File: config.mk
export PLATFORM = sky130hd
export DESIGN_NAME = qracc_csr_shadowed
export DESIGN_NICKNAME = d
export VERILOG_FILES = /design/src/rtl/qracc_csr_shadowed.sv
export SDC_FILE = /design/constraint.sdc
export NUM_CORES = 2
export LEC_CHECK = 0
export BUFFER_PORTS_ARGS = -buffer_cell sky130_fd_sc_hd__buf_2
export CAP_MARGIN = 20
export CELL_PAD_IN_SITES_DETAIL_PLACEMENT = 1
export CELL_PAD_IN_SITES_GLOBAL_PLACEMENT = 1
export CORE_AREA = 2 2 322 483
export CTS_CLUSTER_DIAMETER = 100
export DETAILED_ROUTE_END_ITERATION = 6
export DIE_AREA = 0 0 324 485
export GPL_ROUTABILITY_DRIVEN = 0
export PLACE_DENSITY_LB_ADDON = 0.1
export SLEW_MARGIN = 20
export SYNTH_ARGS = -nofsm -noshare
export SYNTH_HDL_FRONTEND = slang
export SYNTH_SLANG_ARGS = --single-unit
File: constraint.sdc
create_clock -name clk -period 3.6 [get_ports clk]
set_input_delay 0.18 -clock clk [delete_from_list [all_inputs] [get_ports clk]]
set_output_delay 0.18 -clock clk [all_outputs]
set_load 0.02 [all_outputs]
File: src/rtl/qracc_csr_shadowed.sv
// ----------------------------------------------------------------------------
// qracc_csr_shadowed
//
// Double-buffered CSR bank for the QrAccelerator control path.
// Host writes go to shadow registers 1..NUM_CSR-1. The whole shadow set is
// copied into the active configuration only when a trigger is accepted, so
// the host can stage the next layer while the current layer runs.
// Register 0 (MAIN) holds command pulses, sticky W1C status, and RW controls.
//
// MAIN layout:
//   [2:0]  trigger code     (write-only pulse)
//   [3]    clear            (write-only pulse, also clears done/trig_err)
//   [4]    busy             (RO, live busy_i)
//   [5]    inst_write_mode  (write-only pulse)
//   [6]    done             (sticky, W1C)
//   [7]    trig_err         (sticky, W1C)
//   [11:8] internal_state   (RO, live internal_state_i)
//   [12]   preserve_ifmap   (RW)
//   [16]   irq_en           (RW)
//
// Ports:
//   clk, nrst                 clock, asynchronous active-low reset
//   bus_req_*                 single-port request (valid/wen/addr/data/be)
//   bus_resp_ready_o          always 1
//   bus_resp_rd_data_o/valid  read response, one cycle after the request
//   bus_resp_err_o            write error pulse, one cycle after the request
//   cfg_active_o              active regs 1..NUM_CSR-1, reg 1 at the LSBs
//   commit_o, trigger_o       pulses on an accepted trigger
//   clear_o, inst_write_mode_o command pulses
//   preserve_ifmap_o          MAIN[12]
//   busy_i, internal_state_i  controller status
//   irq_o                     irq_en & (done | trig_err), registered
// ----------------------------------------------------------------------------
module qracc_csr_shadowed #(
  parameter int          CSR_WIDTH     = 32,
  parameter int          NUM_CSR       = 16,
  parameter logic [31:0] CSR_BASE_ADDR = 32'h0000_0010,
  parameter int          IDX_W         = $clog2(NUM_CSR)
) (
  input  logic                               clk,
  input  logic                               nrst,
  input  logic                               bus_req_valid_i,
  input  logic                               bus_req_wen_i,
  input  logic [31:0]                        bus_req_addr_i,
  input  logic [CSR_WIDTH-1:0]               bus_req_data_i,
  input  logic [CSR_WIDTH/8-1:0]             bus_req_be_i,
  output logic                               bus_resp_ready_o,
  output logic [CSR_WIDTH-1:0]               bus_resp_rd_data_o,
  output logic                               bus_resp_rd_valid_o,
  output logic                               bus_resp_err_o,
  output logic [(NUM_CSR-1)*CSR_WIDTH-1:0]   cfg_active_o,
  output logic                               commit_o,
  output logic [2:0]                         trigger_o,
  output logic                               clear_o,
  output logic                               inst_write_mode_o,
  output logic                               preserve_ifmap_o,
  input  logic                               busy_i,
  input  logic [3:0]                         internal_state_i,
  output logic                               irq_o
);

  localparam int          NB       = CSR_WIDTH / 8;
  localparam logic [31:0] IDX_MASK = 32'(NUM_CSR - 1);

  // Packed arrays indexed [NUM_CSR-1:1]: reg 1 sits at the LSBs, which is
  // exactly the cfg_active_o layout.
  logic [NUM_CSR-1:1][CSR_WIDTH-1:0] shadow_q, shadow_d;
  logic [NUM_CSR-1:1][CSR_WIDTH-1:0] active_q, active_d;

  logic                 done_q, done_d;
  logic                 trig_err_q, trig_err_d;
  logic                 preserve_q, preserve_d;
  logic                 irq_en_q, irq_en_d;
  logic                 busy_prev_q, busy_prev_d;
  logic                 irq_q, irq_d;
  logic                 commit_q, commit_d;
  logic [2:0]           trigger_q, trigger_d;
  logic                 clear_q, clear_d;
  logic                 inst_wm_q, inst_wm_d;
  logic                 rd_valid_q, rd_valid_d;
  logic [CSR_WIDTH-1:0] rd_data_q, rd_data_d;
  logic                 err_q, err_d;

  logic                 hit;
  logic [IDX_W-1:0]     idx;
  logic                 is_main;
  logic                 wr_err;
  logic [CSR_WIDTH-1:0] main_rd;
  logic                 done_set, done_clr, trig_err_set, trig_err_clr;

  assign hit     = bus_req_valid_i && ((bus_req_addr_i & ~IDX_MASK) == CSR_BASE_ADDR);
  assign idx     = bus_req_addr_i[IDX_W-1:0];
  assign is_main = (idx == '0);

  // Byte 3 and above of MAIN hold only read-only bits, so a MAIN write that
  // enables none of bytes 0..2 cannot change anything and is flagged.
  assign wr_err = (bus_req_be_i == '0) || (is_main && (bus_req_be_i[2:0] == 3'b000));

  always_comb begin
    main_rd        = '0;
    main_rd[4]     = busy_i;
    main_rd[6]     = done_q;
    main_rd[7]     = trig_err_q;
    main_rd[11:8]  = internal_state_i;
    main_rd[12]    = preserve_q;
    main_rd[16]    = irq_en_q;
  end

  // NOTE: every combinational output gets a default at the top of the block,
  // so no path leaves a variable unassigned and no latch is inferred.
  always_comb begin
    shadow_d     = shadow_q;
    active_d     = active_q;
    preserve_d   = preserve_q;
    irq_en_d     = irq_en_q;
    busy_prev_d  = busy_i;
    commit_d     = 1'b0;
    trigger_d    = 3'b000;
    clear_d      = 1'b0;
    inst_wm_d    = 1'b0;
    rd_valid_d   = 1'b0;
    rd_data_d    = '0;
    err_d        = 1'b0;
    done_clr     = 1'b0;
    trig_err_clr = 1'b0;
    trig_err_set = 1'b0;
    // done is raised on the falling edge of busy seen through its registered copy.
    done_set     = busy_prev_q & ~busy_i;

    if (hit) begin
      if (!bus_req_wen_i) begin
        rd_valid_d = 1'b1;
        if (is_main) begin
          rd_data_d = main_rd;
        end else begin
          for (int k = 1; k < NUM_CSR; k++) begin
            if (idx == IDX_W'(k)) rd_data_d = shadow_q[k];
          end
        end
      end else if (wr_err) begin
        err_d = 1'b1;
      end else if (is_main) begin
        if (bus_req_be_i[0]) begin
          if (bus_req_data_i[2:0] != 3'b000) begin
            if (!busy_i) begin
              trigger_d = bus_req_data_i[2:0];
              commit_d  = 1'b1;
              active_d  = shadow_q;
            end else begin
              trig_err_set = 1'b1;
            end
          end
          clear_d      = bus_req_data_i[3];
          inst_wm_d    = bus_req_data_i[5];
          done_clr     = bus_req_data_i[6] | bus_req_data_i[3];
          trig_err_clr = bus_req_data_i[7] | bus_req_data_i[3];
        end
        if (bus_req_be_i[1]) preserve_d = bus_req_data_i[12];
        if (bus_req_be_i[2]) irq_en_d   = bus_req_data_i[16];
      end else begin
        for (int k = 1; k < NUM_CSR; k++) begin
          if (idx == IDX_W'(k)) begin
            for (int b = 0; b < NB; b++) begin
              if (bus_req_be_i[b]) shadow_d[k][b*8 +: 8] = bus_req_data_i[b*8 +: 8];
            end
          end
        end
      end
    end

    // A set event in the same cycle as a clear wins.
    done_d     = done_set     | (done_q     & ~done_clr);
    trig_err_d = trig_err_set | (trig_err_q & ~trig_err_clr);
    irq_d      = irq_en_q & (done_q | trig_err_q);
  end

  // NOTE: state updates use non-blocking assignments so every flop samples
  // its _d value from before the edge, independent of statement order.
  // NOTE: the shadow and active banks are reset along with the control flops
  // because software relies on reading zeros before the first write.
  always_ff @(posedge clk or negedge nrst) begin
    if (!nrst) begin
      shadow_q    <= '0;
      active_q    <= '0;
      done_q      <= 1'b0;
      trig_err_q  <= 1'b0;
      preserve_q  <= 1'b0;
      irq_en_q    <= 1'b0;
      busy_prev_q <= 1'b0;
      irq_q       <= 1'b0;
      commit_q    <= 1'b0;
      trigger_q   <= 3'b000;
      clear_q     <= 1'b0;
      inst_wm_q   <= 1'b0;
      rd_valid_q  <= 1'b0;
      rd_data_q   <= '0;
      err_q       <= 1'b0;
    end else begin
      shadow_q    <= shadow_d;
      active_q    <= active_d;
      done_q      <= done_d;
      trig_err_q  <= trig_err_d;
      preserve_q  <= preserve_d;
      irq_en_q    <= irq_en_d;
      busy_prev_q <= busy_prev_d;
      irq_q       <= irq_d;
      commit_q    <= commit_d;
      trigger_q   <= trigger_d;
      clear_q     <= clear_d;
      inst_wm_q   <= inst_wm_d;
      rd_valid_q  <= rd_valid_d;
      rd_data_q   <= rd_data_d;
      err_q       <= err_d;
    end
  end

  assign bus_resp_ready_o    = 1'b1;
  assign bus_resp_rd_data_o  = rd_data_q;
  assign bus_resp_rd_valid_o = rd_valid_q;
  assign bus_resp_err_o      = err_q;
  assign cfg_active_o        = active_q;
  assign commit_o            = commit_q;
  assign trigger_o           = trigger_q;
  assign clear_o             = clear_q;
  assign inst_write_mode_o   = inst_wm_q;
  assign preserve_ifmap_o    = preserve_q;
  assign irq_o               = irq_q;

endmodule

==> reports/metrics.yaml <==
status: "finished clean"
p_switching_uw: 5635
async_flop_share_pct: 100.0
clkTransAtPathRegs_ns: 0.06
coreArea_mm2: 0.1530
utilization_pct: 34.39
num-fill-cells: 16100
syn-cell-area_mm2: 0.04259
synth_cell_types: 67
io_pins: 600
drive_above_1_share_pct: 47.52
synth_most_common_cell: "dfrtp_1"
p_sw_share_pct: 23.77
fmax_mhz: 355.6
area_delta_synth_final_pct: 23.57
power.leakage_uw: 0.02763
hold_violations: 0
ctsResizeCount: 0
cts.hold.buffers_added: 40
rr_worst_depth: 6
die_h_um: 485
clockPowerShare_pct: 47.5
nNetsFinal: 3677
grtUsageMet1_pct: 31.67
power_frac_comb_pct: 4.8
grt_pass1_vias: 31320
routed_wirelength_um: 180800
internal_power_uw: 18070
clockBufferDepth: 3
finalMaxSlewViolations: 0
grt_pass1_wl_um: 253300
finalSetupViolations: 0
synth-edff-count: 0
syn_area_per_cell_um2: 14.64
antenna_found_initial: 18
cts_made_buffers: 104
grt-ovfl-total: 0
netlist_top_cells_count: "1006 x dfrtp_1, 739 x mux2_2, 249 x mux2_1, 91 x buf_2, 80 x clkbuf_1"
maxCapViolations: 0
yosys_most_used_dff: "dfrtp_1"
rows: 176
syn_nets: 2987
route.detailed.drc: 0
drtPass1Iterations: 5
crit_type: "primary input to flip-flop"
worstPathArrival_ns: 3.44
ys_ff_latch: 1006
preCtsSetupSlack_ns: 0.5675
met2_usage_pct: 37.26
clockRootBuffer: "clkbuf_16"
crit_fanout: 28
stdcell_area_mm2: 0.05263
crit_path_start_kind: "primary input"
slew_headroom_pct: 27.39
clock-sinks: 1006
synth.area.top_cells: "dfrtp_1 59%, mux2_2 20%, mux2_1 6.6%, nand3_4 2.1%, mux2i_1 1.2%"
synth_top_area_share_pct: 59.10
fin_crit_ns: 2.812
met3_usage_pct: 2.745
grt_max_degree: 113
port-buffer-count: 598
drt-wirelength-per-cell_um: 31.47
ys_seq_area_share_pct: 59.10
initial_core_util_pct: 27.83
die_area_mm2: 0.1571
ant_nets: 0
num_vias: 28840
worst_pin_slew_ns: 1.085
seqPwrFrac_pct: 47.7
synth_warnings: 0
dr.first_iter.drc_count: 1703
critPathCaptureType: "flip-flop"
timing.final.crit_share_pct: 78.12
seq_area_mm2: 0.02517
postCtsSetupBuffers: 0
place_area_mm2: 0.04869
yosys.area.top_type: "dfrtp_1"
power_density_mw_per_mm2: 450.4
cts_tree: "yes"
worst_slack_ns: 0.7876
multiInputGateArea_mm2: 0.01655
postSynthCellCount: 2910
clk_latency_ns: 0.72
hold_path_class: "primary input to async pin"
cts_max_level: 3
fin_skew_ns: 0.02333
rsz0062_at_grt: "false"
viasPerCell: 5.021
timing.hold.ws_ns: 0.03350
ir_drop_mv: 0.3021
dpl.hpwl_um: 128200
final.setup.tns_ns: 0
critPathRequiredTime_ns: 4.23
grt_most_used_layer: "met2"
grt_usage_pct: 22.91
die_w_um: 324
per-layer routing:
layer / vias to the layer above / wire length (um)
met4: 4 / 5248
met3: 214 / 7664
met1: 15590 / 82200
li1: 12140 / -
met2: 894 / 85620
met5: - / 25
cell usage in the layout, fill, tap and decap left out, types with 9 or more instances in the layout:
cell,Yosys,layout
dlygate4sd3_1,0,40
o2bb2ai_1,12,12
buf_4,8,119
a21o_1,10,10
clkbuf_16,0,109
diode_2,0,9
o22ai_1,43,43
clkbuf_1,80,23
buf_2,91,594
a31oi_1,9,9
a21oi_1,74,74
a211o_1,11,11
buf_12,0,23
dfrtp_1,1006,1006
o221a_2,13,13
clkinv_2,0,23
mux2_1,249,249
nand2_1,47,47
nand3_1,10,9
a221oi_1,39,39
mux2i_1,53,53
and3_1,10,10
nand3_4,50,50
clkbuf_8,0,26
nor2_1,70,67
nor3_1,15,12
o21ai_0,67,67
inv_1,11,11
a22oi_1,11,11
mux2_2,739,739
metrics by stage:
stage	power (uW)	instances
2_1_floorplan	11880	2910
3_3_place_gp	12640	5501
3_5_place_dp	12650	5501
4_1_cts	24090	5734
5_1_grt	24560	5736
6_report	23710	5743
logic make-up (layout without fill, tap and decap cells):
family / after synthesis / count (layout) / share of synthesized area [%]
simple gates: 274 / 274 / 4.753
other cells: 1 / 10 / 0.008804
compound gates: 375 / 375 / 6.166
buf+inv: 207 / 984 / 2.285
mux: 1047 / 1047 / 27.68
flops: 1006 / 1006 / 59.10
critical path, stage by stage:
cell and delay, ns:
buf_4 0.40, nand2b_1 0.38, buf_4 0.30, nor2_1 0.72, a221oi_1 0.21, a221oi_1 0.41, o221a_2 0.25, dlygate4sd3_1 0.56
area by class of cell:
cell class / instances / area share (%)
antenna: 9 / 0.04279
tap: 2047 / 4.866
clock buffer: 158 / 6.026
clock inverter: 35 / 0.6585
sequential: 1006 / 47.83
multi-input combinational: 1697 / 31.44
timing repair buffer: 779 / 9.052
inverter: 12 / 0.08558
flip-flops by register name, indices dropped and copies added (netlist names):
name	cells
trigger_o	3
commit_o	1
clear_o	1
shadow_q	480
preserve_ifmap_o	1
cfg_active_o	480
bus_resp_rd_data_o	32
trig_err_q	1
irq_en_q	1
bus_resp_rd_valid_o	1
irq_o	1
bus_resp_err_o	1
busy_prev_q	1
done_q	1
inst_write_mode_o	1
power groups by stage:
stage	Clock [uW]	Combinational, uW	Sequential, uW
finish	11300	1140	11300
global route	12000	1230	11300
CTS	11600	1170	11300
detailed placement	0	1140	11500
global placement	0	1120	11500
floorplan	0	363	11500
path summary, 6_finish.rpt:
| kind | from | endpoint | slack [ns] |
|---|---|---|---|
| worst min-delay path | nrst | cfg_active_o[109] | 0.03 |
| worst min register to register | cfg_active_o[20] | cfg_active_o[20] | 0.49 |
| min in group clk | bus_req_be_i[0] | done_q | 0.17 |
| worst max-delay path | bus_req_addr_i[2] | bus_resp_rd_data_o[10] | 0.79 |
| max in group asynchronous | nrst | shadow_q[90] | 2.34 |
| worst max register to register | shadow_q[106] | bus_resp_rd_data_o[10] | 1.33 |
Note: power is estimated with default switching activity, not from simulation.
